<file path="src/rtl/ccff_chain_loader.sv">
// Configuration-chain loader: serialises a word-wide bitstream onto the head of a
// ccff scan chain and can rotate the chain once afterwards to check load parity.
module ccff_chain_loader #(
  parameter int CHAIN_LEN = 1024,
  parameter int WORD_W    = 32,
  localparam int CNT_W    = $clog2(CHAIN_LEN + 1)
) (
  input  logic              prog_clk,
  input  logic              prog_reset,
  input  logic              start,
  input  logic              abort,
  input  logic              verify_en,
  input  logic [WORD_W-1:0] word_data,
  input  logic              word_valid,
  output logic              word_ready,
  output logic              chain_en,
  output logic              ccff_head,
  input  logic              ccff_tail,
  output logic              busy,
  output logic              done,
  output logic              error,
  output logic [CNT_W-1:0]  bit_count
);

  localparam int WR_W = $clog2(WORD_W + 1);

  typedef enum logic [2:0] {
    IDLE,
    FETCH,
    SHIFT,
    VERIFY,
    DONE
  } state_t;

  state_t            state_q, state_d;
  logic [WORD_W-1:0] sreg;
  logic [WR_W-1:0]   word_remain;
  logic [CNT_W-1:0]  vcount;
  logic              load_par, tail_par, verify_lat, error_q;
  logic              last_bit, last_verify;

  always_ff @(posedge prog_clk or posedge prog_reset) begin
    if (prog_reset) state_q <= IDLE;
    else            state_q <= state_d;
  end

  always_comb begin
    state_d     = state_q;
    word_ready  = 1'b0;
    chain_en    = 1'b0;
    ccff_head   = 1'b0;
    busy        = 1'b0;
    last_bit    = (bit_count == CNT_W'(CHAIN_LEN - 1));
    last_verify = (vcount == CNT_W'(CHAIN_LEN - 1));
    case (state_q)
      IDLE, DONE: begin
        if (start) state_d = FETCH;
      end
      FETCH: begin
        word_ready = 1'b1;
        busy       = 1'b1;
        if (word_valid) state_d = SHIFT;
      end
      SHIFT: begin
        chain_en  = 1'b1;
        ccff_head = sreg[0];
        busy      = 1'b1;
        // The chain length wins over the word boundary, so surplus word bits are dropped.
        if (last_bit)                        state_d = verify_lat ? VERIFY : DONE;
        else if (word_remain == WR_W'(1))    state_d = FETCH;
      end
      VERIFY: begin
        chain_en  = 1'b1;
        ccff_head = ccff_tail;
        busy      = 1'b1;
        if (last_verify) state_d = DONE;
      end
      default: state_d = IDLE;
    endcase
    if (abort) state_d = IDLE;
  end

  always_ff @(posedge prog_clk or posedge prog_reset) begin
    if (prog_reset) begin
      sreg        <= '0;
      word_remain <= '0;
      bit_count   <= '0;
      vcount      <= '0;
      load_par    <= 1'b0;
      tail_par    <= 1'b0;
      verify_lat  <= 1'b0;
      error_q     <= 1'b0;
    end else if (abort) begin
      error_q <= 1'b0;
    end else begin
      case (state_q)
        IDLE, DONE: begin
          if (start) begin
            bit_count  <= '0;
            vcount     <= '0;
            load_par   <= 1'b0;
            tail_par   <= 1'b0;
            error_q    <= 1'b0;
            verify_lat <= verify_en;
          end
        end
        FETCH: begin
          if (word_valid) begin
            sreg        <= word_data;
            word_remain <= WR_W'(WORD_W);
          end
        end
        SHIFT: begin
          sreg        <= sreg >> 1;
          bit_count   <= bit_count + CNT_W'(1);
          load_par    <= load_par ^ sreg[0];
          word_remain <= word_remain - WR_W'(1);
        end
        VERIFY: begin
          // Every loaded bit leaves the tail exactly once during the rotation.
          tail_par <= tail_par ^ ccff_tail;
          vcount   <= vcount + CNT_W'(1);
          if (last_verify) error_q <= ((tail_par ^ ccff_tail) != load_par);
        end
        default: ;
      endcase
    end
  end

  assign done  = (state_q == DONE);
  assign error = error_q;

endmodule

</file>
<file path="config.mk">
export PLATFORM = sky130hd
export DESIGN_NAME = ccff_chain_loader
export DESIGN_NICKNAME = d
export VERILOG_FILES = /design/src/rtl/ccff_chain_loader.sv
export SDC_FILE = /design/constraint.sdc
export NUM_CORES = 1
export LEC_CHECK = 0
export CORE_ASPECT_RATIO = 1.2
export CORE_MARGIN = 2
export CORE_UTILIZATION = 53
export CTS_CLUSTER_DIAMETER = 40
export DETAILED_ROUTE_END_ITERATION = 8
export PLACE_DENSITY = 0.83
export SLEW_MARGIN = 5
export SYNTH_ARGS = -nofsm -noshare
export SYNTH_HDL_FRONTEND = slang
export SYNTH_SLANG_ARGS = --single-unit
</file>
<file path="constraint.sdc">
create_clock -name prog_clk -period 2.3 [get_ports prog_clk]
set_input_delay 0.46 -clock prog_clk [delete_from_list [all_inputs] [get_ports prog_clk]]
set_output_delay 0.46 -clock prog_clk [all_outputs]
set_load 0.01 [all_outputs]
</file>
==> results of run 1 <==
==> power by group <==
part | internal (mW) | switching [mW]
clock | 0.387 | 0.419
combinational | 0.794 | 0.891
sequential | 1.56 | 0.254
total | 2.74 | 1.56
==> worst max-delay path: cells and delay by family, from the launching register on <==
kind	cells	cell delay (ns)
buffers and inverters	1	0.54
DFF	1	0.47
and+or+nand+nor	2	0.41
==> logic make-up (layout without fill, tap and decap cells) <==
logic type	Yosys count	count (layout)	synth area share
mux	36	36	0.1046
compound gates	87	87	0.1606
simple gates	121	121	0.1744
buf+inv	25	101	0.03328
fa+ha+maj	4	4	0.01447
flops	67	67	0.4848
xor+xnor	11	11	0.02786
==> cell usage after synthesis (all sizes together) (3+ instances only) <==
cell / n / share of area
mux2i: 35 / 0.10
a21oi: 9 / 0.013
nand2b: 6 / 0.011
or4: 4 / 0.0087
dfrtp: 67 / 0.48
a22o: 4 / 0.010
or3: 5 / 0.0090
xor2: 5 / 0.013
ha: 4 / 0.014
nand2: 52 / 0.056
nand3: 9 / 0.013
o31ai: 4 / 0.0087
inv: 9 / 0.0098
nor4: 3 / 0.0054
nor3: 5 / 0.0072
xnor2: 6 / 0.015
buf: 10 / 0.017
o2111ai: 4 / 0.010
nor2: 17 / 0.018
o211ai: 4 / 0.0087
clkbuf: 6 / 0.0065
o21ai: 45 / 0.065
and2: 3 / 0.0054
==> final cells by class <==
class                   count  area [um^2]
inverters                   9        33.78
repair buffers             76        744.5
well taps                  85        106.4
multi-input cells         259         1700
clock buffers              13        138.9
fillers                   516         1949
flip-flops and latches     67         1678
clock inverters             3        15.01
==> registers in the layout, summed over array words and instances, names as in the netlist <==
name,count
load_par,1
state_q,3
sreg,32
vcount,11
bit_count,11
word_remain,6
verify_lat,1
tail_par,1
error,1
==> path summary, 6_finish.rpt <==
| kind | start | end | slack (ns) | depth (start not counted) |
|---|---|---|---|---|
| worst max register to register | state_q[0] | vcount[7] | 0.26 | 6 |
| max in group asynchronous | prog_reset | state_q[2] | 1.48 | 3 |
| worst max-delay path | state_q[2] | ccff_head | 0.08 | 3 |
| worst min-delay path | sreg[11] | sreg[11] | 0.48 | 2 |
| worst min register to register | sreg[11] | sreg[11] | 0.48 | 2 |
| min in group asynchronous | prog_reset | sreg[2] | 0.50 | 3 |
==> per-layer routing <==
metal	track usage	vias to the layer above	routed length [um]
met5	0	-	0
met4	0.09673	0	48
met3	0.04776	6	340
met2	0.3786	79	3892
met1	0.2785	1429	3144
li1	-	1407	-
==> timing repair <==
item                       CTS  global route
cloned                       0             0
hold buffers                 0             0
setup buffers                1             0
setup endpoints to repair    2             3
resized for setup            3             3
==> results.sh, run 1 <==
export IMPL_status="finished, final reports clean"
export IMPL_cts_tree="built"
export IMPL_wl_per_cell_um=14.50
export IMPL_synth_area_um2=3458
export IMPL_ir_worst_vdd_uv=530.5
export IMPL_drt_first_pass_iters=4
export IMPL_postRouteAntennaNets=0
export IMPL_setup_viol=0
export IMPL_drc=0
export IMPL_netlist_instances=351
export IMPL_final_cell_mix="dfrtp_1 (66), clkdlybuf4s50_1 (54), nand2_1 (52), o21ai_0 (45), mux2i_1 (35)"
export IMPL_grt_pass1_wl_mm=12.90
export IMPL_finalCritPeriodShare=0.9632
export IMPL_diodes=0
export IMPL_async_flop_share=1.000
export IMPL_synth_main_ff_cell="dfrtp_1"
export IMPL_dpl_cell_count=495
export IMPL_vias=2921
export IMPL_synth_cell_types=51
export IMPL_fin_util=0.6938
export IMPL_io_buffers=55
export IMPL_skew_ns=0.004169
export IMPL_die_w_um=77.74
export IMPL_place_congestion=0.8758
export IMPL_p_leak_nw=1.852
export IMPL_cap_violations=0
export IMPL_rows=32
export IMPL_min_period_ns=2.215
export IMPL_fp_dieH_um=92.49
export IMPL_max_clock_freq_ghz=0.4514
export IMPL_core_area_um2=6366
export IMPL_dr_first_iter_drc_count=222
export IMPL_power_density_nw_per_um2=974.3
export IMPL_hp_class="register to register"
export IMPL_finalPower_mw=4.303
export IMPL_slew_headroom=0.6312
export IMPL_viasPerCell=5.705
export IMPL_grt_pass1_vias=2813
export IMPL_worstMarginPinSlew_ns=0.5481
export IMPL_final_common_cell="dfrtp_1"
export IMPL_layout_setup_ws_ns=0.08456
export IMPL_antenna_found_initial=0
export IMPL_slowest_delay_ns=0.54
export IMPL_crit_path_start_kind="register"
export IMPL_fin_area_um2=4417
export IMPL_dieArea_um2=7190
export IMPL_cp_data_required_time_ns=1.84
export IMPL_layout_drive_gt1_share=0.1077
export IMPL_cts_buffers=9
export IMPL_io_pin_count=56
export IMPL_synth_nets=394
export IMPL_areaGrowthSynthToFinish_pct=27.71
export IMPL_clkLatencyLatePin_ns=0.34
export IMPL_arrival_ns=1.76
export IMPL_slew_viol_final=0
export IMPL_grt_max_degree=68
export IMPL_finalHoldViolCount=0
export IMPL_synth_seq_cells=67
export IMPL_placed_cell_area_um2=4244
export IMPL_num_nets_final=465
export IMPL_synth_edf_count=0
export IMPL_clockRootBuffer="clkbuf_8"
export IMPL_routed_wirelength_mm=7.426
export IMPL_ys_seq_area_frac=0.4848
export IMPL_instances_no_fill=512
export IMPL_pre_cts_ws_ns=-0.08969
export IMPL_avgSynthCellArea_um2=9.853
export IMPL_cp_slowest_cell="clkdlybuf4s50_1"
export IMPL_fin_tns_setup_ns=0
export IMPL_place_hpwl_mm=5.354
export IMPL_cp_end_kind="primary output"
export IMPL_critPathKind="register to primary output"
export IMPL_rsz0062_at_grt="false"
export IMPL_floorplan_initialDensity=0.5432
export IMPL_htreeDepth=3
export IMPL_fin_hold_ws_ns=0.4790
export IMPL_path_max_fanout=9
export IMPL_clock_sink_count=67
export IMPL_grt_usage=0.2249
export IMPL_clkSlewWorstSetupHoldPaths_ns=0.06
export IMPL_clockBufferDepth=2
export IMPL_grt_ovfl_total=0
export IMPL_yosysWarnings=0
export IMPL_path_cells="or2b_4 > nor2_1 > clkdlybuf4s50_1"
Note: power is estimated with default switching activity, not from simulation.
==> run 2: changes to the inputs <==
- clock period: 2.3 -> 2.14 ns (I/O delays scaled with it)
==> run 2 against run 1 <==
Global-route usage rose by 0.95 points; combinational power rose by 11%; clock skew rose by 0.0057 ns; sequential share of layout area fell by 1.2 points; final area rose by 3.1%; count of clock-buffer cells in the layout fell by 1; cell count rose by 1.8%; die area did not move; via count rose by 2.7%; power rose by 14%; register-to-register slack got worse by 0.11 ns; worst setup slack improved by 0.0061 ns; critical endpoint is now word_ready.
==> results.sh, run 2 (synthesis results as in run 1) <==
export IMPL_status="finished, final reports clean"
export IMPL_top_register="sreg"
export IMPL_slew_viol_final=0
export IMPL_fin_hold_ws_ns=0.4550
export IMPL_finalHoldViolCount=0
export IMPL_fin_tns_setup_ns=0
export IMPL_r2r_slack_ns=0.15
export IMPL_grt_max_degree=68
export IMPL_grt_usage=0.2344
export IMPL_grt_pass1_vias=3086
export IMPL_finalCritPeriodShare=0.9576
export IMPL_wl_per_cell_um=15.10
export IMPL_routed_wirelength_mm=7.869
export IMPL_arrival_ns=1.62
export IMPL_path_max_fanout=4
export IMPL_p_leak_nw=1.954
export IMPL_skew_ns=0.009874
export IMPL_slew_headroom=0.6168
export IMPL_drt_first_pass_iters=4
export IMPL_place_hpwl_mm=5.517
export IMPL_floorplan_initialDensity=0.5432
export IMPL_io_pin_count=56
export IMPL_place_congestion=0.8646
export IMPL_largest_register_ffs=32
export IMPL_critPathKind="register to primary output"
export IMPL_power_density_nw_per_um2=1076
export IMPL_path_cells="buf_4 > or3b_1 > inv_1 > clkdlybuf4s15_1"
export IMPL_crit_path_start_kind="register"
export IMPL_clock_sink_count=67
export IMPL_cts_buffers=9
export IMPL_io_buffers=55
export IMPL_diodes=0
export IMPL_clockBufferDepth=2
export IMPL_final_common_cell="dfrtp_1"
export IMPL_top_regs="sreg x32, bit_count x11, vcount x11"
export IMPL_layout_drive_gt1_share=0.1330
export IMPL_clockRootBuffer="clkbuf_8"
export IMPL_hp_class="input pin to async pin"
export IMPL_areaGrowthSynthToFinish_pct=31.73
export IMPL_grt_ovfl_total=0
export IMPL_cts_tree="built"
export IMPL_worstMarginPinSlew_ns=0.5695
export IMPL_reg2regPathDepth=7
export IMPL_htreeDepth=3
export IMPL_ir_worst_vdd_uv=670.5
export IMPL_viasPerCell=5.756
export IMPL_final_cell_mix="dfrtp_1 (66), nand2_1 (52), clkdlybuf4s50_1 (50), o21ai_0 (45), mux2i_1 (35)"
export IMPL_postRouteAntennaNets=0
export IMPL_core_area_um2=6366
export IMPL_critPathTopFamily="buffers and inverters"
export IMPL_cp_end_kind="primary output"
export IMPL_fin_util=0.7156
export IMPL_clkLatencyLatePin_ns=0.35
export IMPL_r2r_start="state_q[1]"
export IMPL_timing_rr_end="word_remain[3]"
export IMPL_slowest_delay_ns=0.41
export IMPL_ctsHoldBuffers=0
export IMPL_cp_num_buf_inv=3
export IMPL_dieArea_um2=7190
export IMPL_vias=2999
export IMPL_grt_pass1_wl_mm=13.35
export IMPL_rows=32
export IMPL_drc=0
export IMPL_cp_data_required_time_ns=1.71
export IMPL_fp_dieH_um=92.49
export IMPL_clkSlewWorstSetupHoldPaths_ns=0.07
export IMPL_setup_viol=0
export IMPL_cp_slowest_cell="dfrtp_1"
export IMPL_die_w_um=77.74
export IMPL_num_nets_final=476
export IMPL_cap_violations=0
export IMPL_antenna_found_initial=0
export IMPL_dr_first_iter_drc_count=218
export IMPL_max_clock_freq_ghz=0.4880
export IMPL_min_period_ns=2.049
export IMPL_rsz0062_at_grt="false"
[run 2: changes by cell type in the layout (fill, tap and decap cells not counted), moves of 2 or more]
cell,before,now
clkbuf_1,4,0
clkinv_2,3,1
clkdlybuf4s50_1,54,50
dlygate4sd2_1,1,3
inv_2,3,1
clkbuf_8,9,12
buf_4,18,28
[run 2: power breakdown]
group          total (mW)  switching (mW)  internal (mW)
Sequential           1.96           0.281           1.68
Clock                1.08           0.459          0.619
Combinational        1.87           0.966          0.903
Total                4.90            1.71           3.20
[run 2: how the worst max path moves through the flow]
stage,startpoint,end,slack [ns],cells after the start
2_1_floorplan,prog_reset,bit_count[0],0.03,1
3_3_place_gp,start,vcount[5],-0.13,5
3_5_place_dp,start,vcount[5],-0.17,5
4_1_cts,state_q[1],word_ready,0.05,4
5_1_grt,state_q[1],word_ready,0.02,4
6_report,state_q[1],word_ready,0.09,4
[run 2: repair_timing]
item | 4_1_cts | 5_1_grt
buffers inserted | 1 | 0
setup endpoints to repair | 5 | 2
resized for setup | 8 | 2
[run 2: per-layer routing]
layer | vias up | share of wire | routed length [um] | GRT usage
met5 | - | 0 | 0 | 0
met2 | 99 | 0.51 | 4042 | 0.4080
li1 | 1434 | - | - | -
met4 | 0 | 0.033 | 257 | 0.1414
met3 | 25 | 0.048 | 374 | 0.04386
met1 | 1441 | 0.41 | 3194 | 0.2646
[run 2: worst register-to-register path, cell delays in order, from the launching register on]
cell     delay (ns)
dfrtp_1        0.41
buf_4          0.15
or3b_1         0.37
inv_1          0.10
buf_4          0.13
a31oi_4        0.10
or4_1          0.48
a21oi_1        0.17
[run 2: metrics by stage]
| step | setup slack (ns) | std cells | power, mW | cell area [um^2] |
|---|---|---|---|---|
| 3_5_place_dp | -0.1692 | 506 | 3.823 | 4339 |
| 4_1_cts | 0.04712 | 521 | 4.938 | 4552 |
| 6_report | 0.09063 | 521 | 4.904 | 4556 |
| 3_3_place_gp | -0.1253 | 506 | 3.730 | 4339 |
| 5_1_grt | 0.02069 | 521 | 5.247 | 4556 |
| 2_1_floorplan | 0.02884 | 351 | 3.106 | 3458 |
[run 2: layout make-up]
| class | count | area, um^2 |
|---|---|---|
| Inverter | 9 | 36.28 |
| Tap cell | 85 | 106.4 |
| Clock inverter | 2 | 35.03 |
| Clock buffer | 12 | 165.2 |
| Sequential cell | 67 | 1678 |
| Fill cell | 475 | 1810 |
| Timing Repair Buffer | 87 | 839.6 |
| Multi-Input combinational cell | 259 | 1695 |
==> run 3: changes to the inputs <==
- ABC_CLOCK_PERIOD_IN_PS: unset -> 2140
==> results of run 3 <==
No change in the layout: final DEF, timing and power equal those of run 2.
